<file path="src/rtl/hazard_scoreboard.sv">
// hazard_scoreboard: reserves register-file writes as instructions leave D and
// ages them through E/M/W. From those reservations it derives the D-stage stall
// and the forwarding selects for D, E and M.
// Optional build macro: HAZARD_STALL_CNT_EN adds a 32-bit count of stall cycles.
module hazard_scoreboard #(
    parameter logic [1:0] TUSE_NONE = 2'b11
) (
    input  logic        clk,
    input  logic        reset,
    input  logic [4:0]  d_rs,
    input  logic [4:0]  d_rt,
    input  logic [1:0]  d_tuse_rs,
    input  logic [1:0]  d_tuse_rt,
    input  logic        d_wr,
    input  logic [4:0]  d_dst,
    input  logic [1:0]  d_wdsel,
    output logic        stall,
    output logic [1:0]  fwd_d_rs,
    output logic [1:0]  fwd_d_rt,
    output logic [1:0]  fwd_e_rs,
    output logic [1:0]  fwd_e_rt,
    output logic [1:0]  fwd_m_rt
`ifdef HAZARD_STALL_CNT_EN
    ,
    output logic [31:0] stall_cnt
`endif
);

    localparam logic [1:0] SRC_NONE = 2'b00;
    localparam logic [1:0] SRC_E    = 2'b01;
    localparam logic [1:0] SRC_M    = 2'b10;
    localparam logic [1:0] SRC_W    = 2'b11;

    // E record
    logic       r_e_wr;
    logic [4:0] r_e_dst;
    logic [1:0] r_e_tnew;
    logic [4:0] r_e_rs;
    logic [4:0] r_e_rt;
    // M record; only rt is consumed downstream (store data)
    logic       r_m_wr;
    logic [4:0] r_m_dst;
    logic [1:0] r_m_tnew;
    logic [4:0] r_m_rt;
    // W record; tnew is always 0 here so it is not stored
    logic       r_w_wr;
    logic [4:0] r_w_dst;

    logic       w_d_wr;
    logic [1:0] w_d_tnew;
    logic [1:0] w_m_tnew_next;
    logic [3:0] w_rs_look;
    logic [3:0] w_rt_look;
    logic       w_stall_rs;
    logic       w_stall_rt;
    logic       w_stall;

    // Youngest-match lookup for a D operand: returns {stage code, tnew}.
    // Stage code SRC_NONE means no stage reserves this register.
    function automatic logic [3:0] d_lookup(input logic [4:0] r);
        logic [3:0] res;
        res = {SRC_NONE, 2'b00};
        if (r != 5'd0) begin
            if (r_e_wr && (r_e_dst == r))
                res = {SRC_E, r_e_tnew};
            else if (r_m_wr && (r_m_dst == r))
                res = {SRC_M, r_m_tnew};
            else if (r_w_wr && (r_w_dst == r))
                res = {SRC_W, 2'b00};
        end
        return res;
    endfunction

    // Writes to r0 are never reserved; jal link data is ready at once, ALU
    // results after E, load data after M.
    assign w_d_wr   = d_wr && (d_dst != 5'd0);
    assign w_d_tnew = (d_wdsel == 2'b10) ? 2'd0 :
                      (d_wdsel == 2'b01) ? 2'd2 : 2'd1;
    assign w_m_tnew_next = (r_e_tnew == 2'd0) ? 2'd0 : r_e_tnew - 2'd1;

    assign w_rs_look = d_lookup(d_rs);
    assign w_rt_look = d_lookup(d_rt);

    assign w_stall_rs = (d_tuse_rs != TUSE_NONE) && (w_rs_look[3:2] != SRC_NONE) &&
                        (w_rs_look[1:0] > d_tuse_rs);
    assign w_stall_rt = (d_tuse_rt != TUSE_NONE) && (w_rt_look[3:2] != SRC_NONE) &&
                        (w_rt_look[1:0] > d_tuse_rt);
    assign w_stall    = w_stall_rs || w_stall_rt;
    assign stall      = w_stall;

    // D forwarding only from a stage whose result is already available
    assign fwd_d_rs = ((w_rs_look[3:2] != SRC_NONE) && (w_rs_look[1:0] == 2'd0)) ?
                      w_rs_look[3:2] : SRC_NONE;
    assign fwd_d_rt = ((w_rt_look[3:2] != SRC_NONE) && (w_rt_look[1:0] == 2'd0)) ?
                      w_rt_look[3:2] : SRC_NONE;

    // E forwarding: a matching M that is not yet ready shadows W, since W
    // would hold an older (stale) value of the same register.
    always_comb begin
        fwd_e_rs = SRC_NONE;
        if (r_e_rs != 5'd0) begin
            if (r_m_wr && (r_m_dst == r_e_rs))
                fwd_e_rs = (r_m_tnew == 2'd0) ? SRC_M : SRC_NONE;
            else if (r_w_wr && (r_w_dst == r_e_rs))
                fwd_e_rs = SRC_W;
        end
    end

    // Same selection for the E-stage rt operand
    always_comb begin
        fwd_e_rt = SRC_NONE;
        if (r_e_rt != 5'd0) begin
            if (r_m_wr && (r_m_dst == r_e_rt))
                fwd_e_rt = (r_m_tnew == 2'd0) ? SRC_M : SRC_NONE;
            else if (r_w_wr && (r_w_dst == r_e_rt))
                fwd_e_rt = SRC_W;
        end
    end

    assign fwd_m_rt = ((r_m_rt != 5'd0) && r_w_wr && (r_w_dst == r_m_rt)) ? SRC_W : SRC_NONE;

    // Advance the reservation records one stage per cycle; a stall bubbles E
    always_ff @(posedge clk or posedge reset) begin
        if (reset) begin
            r_e_wr   <= 1'b0;
            r_e_dst  <= 5'd0;
            r_e_tnew <= 2'd0;
            r_e_rs   <= 5'd0;
            r_e_rt   <= 5'd0;
            r_m_wr   <= 1'b0;
            r_m_dst  <= 5'd0;
            r_m_tnew <= 2'd0;
            r_m_rt   <= 5'd0;
            r_w_wr   <= 1'b0;
            r_w_dst  <= 5'd0;
        end else begin
            r_w_wr   <= r_m_wr;
            r_w_dst  <= r_m_dst;
            r_m_wr   <= r_e_wr;
            r_m_dst  <= r_e_dst;
            r_m_tnew <= w_m_tnew_next;
            r_m_rt   <= r_e_rt;
            if (w_stall) begin
                r_e_wr   <= 1'b0;
                r_e_dst  <= 5'd0;
                r_e_tnew <= 2'd0;
                r_e_rs   <= 5'd0;
                r_e_rt   <= 5'd0;
            end else begin
                r_e_wr   <= w_d_wr;
                r_e_dst  <= d_dst;
                r_e_tnew <= w_d_tnew;
                r_e_rs   <= d_rs;
                r_e_rt   <= d_rt;
            end
        end
    end

`ifdef HAZARD_STALL_CNT_EN
    logic [31:0] r_stall_cnt;

    // Count stalled cycles; wraps naturally at 2^32
    always_ff @(posedge clk or posedge reset) begin
        if (reset)
            r_stall_cnt <= 32'd0;
        else if (w_stall)
            r_stall_cnt <= r_stall_cnt + 32'd1;
    end

    assign stall_cnt = r_stall_cnt;
`endif

endmodule
</file>
<file path="config.mk">
export PLATFORM = sky130hd
export DESIGN_NAME = hazard_scoreboard
export DESIGN_NICKNAME = d
export VERILOG_FILES = /design/src/rtl/hazard_scoreboard.sv
export SDC_FILE = /design/constraint.sdc
export NUM_CORES = 1
export LEC_CHECK = 0
export ABC_CLOCK_PERIOD_IN_PS = 3100
export BUFFER_PORTS_ARGS = -buffer_cell sky130_fd_sc_hd__buf_4
export CAP_MARGIN = 20
export CORE_AREA = 2 2 84 86
export DETAILED_ROUTE_END_ITERATION = 8
export DIE_AREA = 0 0 86 88
export GPL_TIMING_DRIVEN = 0
export RECOVER_POWER = 50
export SKIP_LAST_GASP = 1
export SLEW_MARGIN = 20
export SYNTH_ARGS = -nofsm -noshare
export SYNTH_HDL_FRONTEND = slang
export SYNTH_SLANG_ARGS = --single-unit
</file>
<file path="constraint.sdc">
create_clock -name clk -period 3.1 [get_ports clk]
set_clock_uncertainty 0.05 [all_clocks]
set_input_delay 0.62 -clock clk [delete_from_list [all_inputs] [get_ports clk]]
set_output_delay 0.62 -clock clk [all_outputs]
set_load 0.01 [all_outputs]
</file>
==> metrics.cfg <==
[place]
globalplace.congestion = 0.793
io_buffers = 33
dp_hpwl_um = 4030
post_dp_cell_area_sq_um = 2630

[power]
cellPowerDensity_nw_per_um2 = 382
ir_worst_vdd_uv = 193
leakage_nw = 1.26

[yosys]
syn_area_sq_um = 2240
yosysWarningCount = 0
synth_area_per_cell_sq_um = 10.6
synth_edf_count = 0
seq_area_frac_synth_pct = 41.2
synth.top_cell.area_share_pct = 41.2
synth_flop_cell = dfrtp_1
synthTopCellsByArea = dfrtp_1 41%, xor2_1 14%, xnor2_1 7.4%, nor3b_2 5.0%, nor3b_1 3.0%
syn_inst = 211
synth.distinct_cells = 40
async_reset_ff_share_pct = 100
synth_nets = 240
synth_seq_cells = 37
synth_top_cell_by_area = dfrtp_1

[setup_path]
arrival_ps = 2840
rrSetupSlack_ps = 180
required_ps = 2430
reg2reg_from = r_e_dst[4]
cp-end-kind = primary output
path_max_fanout = 5
path_class = in2out
start_kind = input port
cp-startpoint = d_rs[4]

[cts]
path_clk_slew_ps = 70
cts_inserted_buffers = 5
clock_sinks = 37
ctsHtreeMaxLevel = 2
insertion_delay_ps = 280
hold_buffers = 0
cts-root-buf = clkbuf_8
cts_tree = yes
cts.path.max_buffers = 2

[timing]
whs_ps = 400
finalSetupViolCount = 1
finalHoldViolCount = 0
worst_pin_slew_ps = 754
fmax_mhz = 285
rsz0062_at_grt = yes
fin_ws_ps = -412
slew_headroom_pct = 49.6
period_share_pct = 113
maxSlewViolCount = 0
min_period_ps = 3510

[run_status]
status = complete, but fails checks
violations = negative setup slack

[floorplan]
core_sq_um = 6640
initial_core_util_pct = 33.8
dieArea_sq_um = 7570
die_w_um = 86
io_pins = 35
die_h_um = 88
fp-row-count = 30

[grt]
gr-total-overflow = 0
grt_pass1_wl_um = 9180
grt_usage_pct = 16.1
grt_pass1_vias = 1755
antenna_found_initial = 0
grt_max_degree = 22

[finish]
nets = 288
n_antenna_cell = 0
regArea_sq_um = 927
drive_gt1_share_pct = 34.0
fillers = 627
multi_input_area_sq_um = 1280
area_delta_synth_final_pct = 28.1
final_area_sq_um = 2880

[route]
vias = 1728
drc = 0
drt_iter0_markers = 95
wl_per_cell_um = 16.4
routed_wl_um = 5570
drt-pass1-iter-count = 5
drtAntennaViolNets = 0
viasPerCell = 5.10

[job]
cap_violations = 0

[min_path]
hold_path_class = reg2reg
holdCritStartpoint = r_e_dst[2]

==> cell usage in the layout (no fill, tap or decap), drive strengths merged, types with 2 or more instances in the layout <==
| master | synthesis | final |
|---|---|---|
| nor3 | 7 | 7 |
| nand2 | 6 | 6 |
| nor4 | 10 | 10 |
| nor2 | 10 | 10 |
| o21ai | 2 | 2 |
| o31a | 2 | 2 |
| a22o | 3 | 3 |
| dfrtp | 37 | 37 |
| nand3 | 4 | 4 |
| buf | 12 | 52 |
| or3 | 2 | 2 |
| inv | 6 | 6 |
| and3 | 7 | 7 |
| ha | 5 | 5 |
| clkbuf | 0 | 7 |
| nand4 | 4 | 4 |
| nor3b | 18 | 18 |
| xor2 | 35 | 35 |
| or4 | 3 | 3 |
| a21oi | 5 | 5 |
| a31o | 2 | 2 |
| xnor2 | 19 | 19 |
==> through the flow <==
step / worst slack, ps / util (%) / cells / TNS (ps) / total power, W
final: -412 / 43.3 / 339 / -412 / 0.00110
after global routing: -552 / 43.3 / 339 / -552 / 0.00116
after CTS: -467 / 42.9 / 338 / -467 / 0.00111
after detailed placement: -684 / 39.6 / 325 / -2790 / 0.000748
after global placement: -704 / 39.2 / 324 / -3170 / 0.000738
after floorplan: -133 / - / 211 / -133 / 0.000669
==> final timing paths <==
kind                              end  depth (start not counted)
max                             stall                         14
min                        r_m_dst[2]                          0
max reg2reg                r_e_dst[1]                         14
min reg2reg                r_m_dst[2]                          0
max in group asynchronous  r_w_dst[4]                          3
min in group asynchronous  r_e_dst[1]                          2
==> synthesized netlist by cell type (4+ instances only) <==
cell,count
ha_1,5
dfrtp_1,37
nor3b_1,9
nor2_1,9
buf_6,4
and3_1,6
nor3_1,6
buf_2,7
nand2_1,6
nand3_1,4
nor4_1,10
nor3b_2,9
nand4_1,4
inv_1,6
xnor2_1,19
a21oi_1,5
xor2_1,35
==> critical path, stage by stage <==
cell     delay [ps]
buf_6           120
xor2_2          180
nor4_4          330
and3_1          220
buf_6           110
a22oi_1          80
nor2_1          130
ha_1            260
a22o_1          220
nor3_2          110
o31a_1          170
buf_6           110
or2_4           110
buf_6            90
==> cells by family after synthesis <==
family / count (synthesis) / share of synthesized area (%)
AOI/OAI and AO/OA: 20 / 6.41
xor gates and xnor gates: 54 / 21.1
adders and majority gates: 5 / 2.79
buffers and inverters: 18 / 4.90
DFF: 37 / 41.2
muxes: 2 / 0.948
and+or+nand+nor: 75 / 22.6
==> report_power, final <==
group | switching [W] | leakage (nW) | internal, W
registers | 0.0000390 | 0.436 | 0.000512
logic | 0.0000991 | 0.778 | 0.000108
clock network | 0.000165 | 0.0433 | 0.000176
total | 0.000303 | 1.26 | 0.000796
==> layout make-up <==
class	count	area share, %
clock inverter	1	0.261
sequential	37	32.2
inverter	6	0.783
clock buffer	6	2.87
timing repair buffer	41	12.5
buffer	12	3.48
multi-input combinational	156	44.4
tap	80	3.48
==> registers in the layout (all words and copies together), names as in the netlist <==
register / count
r_e_dst: 5
r_e_rs: 5
r_e_rt: 5
r_m_dst: 5
r_m_rt: 5
r_w_dst: 5
r_e_tnew: 2
r_m_tnew: 2
r_e_wr: 1
r_m_wr: 1
r_w_wr: 1
==> repair_timing <==
item                                   CTS  global route
setup endpoints to repair                1            11
endpoints found under the hold margin    0             0
buffers inserted                         6             1
resized for setup                       14             4
pin swaps                               11            11
==> routing by layer <==
metal | GRT usage [%] | vias up | share of wire, % | wire (um)
met5 | 0 | - | 0 | 0
met4 | 5.19 | 0 | 1.6 | 89
met3 | 3.39 | 6 | 4.3 | 239
met2 | 27.7 | 47 | 50 | 2810
met1 | 20.3 | 847 | 44 | 2430
li1 | - | 828 | - | -
Note: power is estimated with default switching activity, not from simulation.
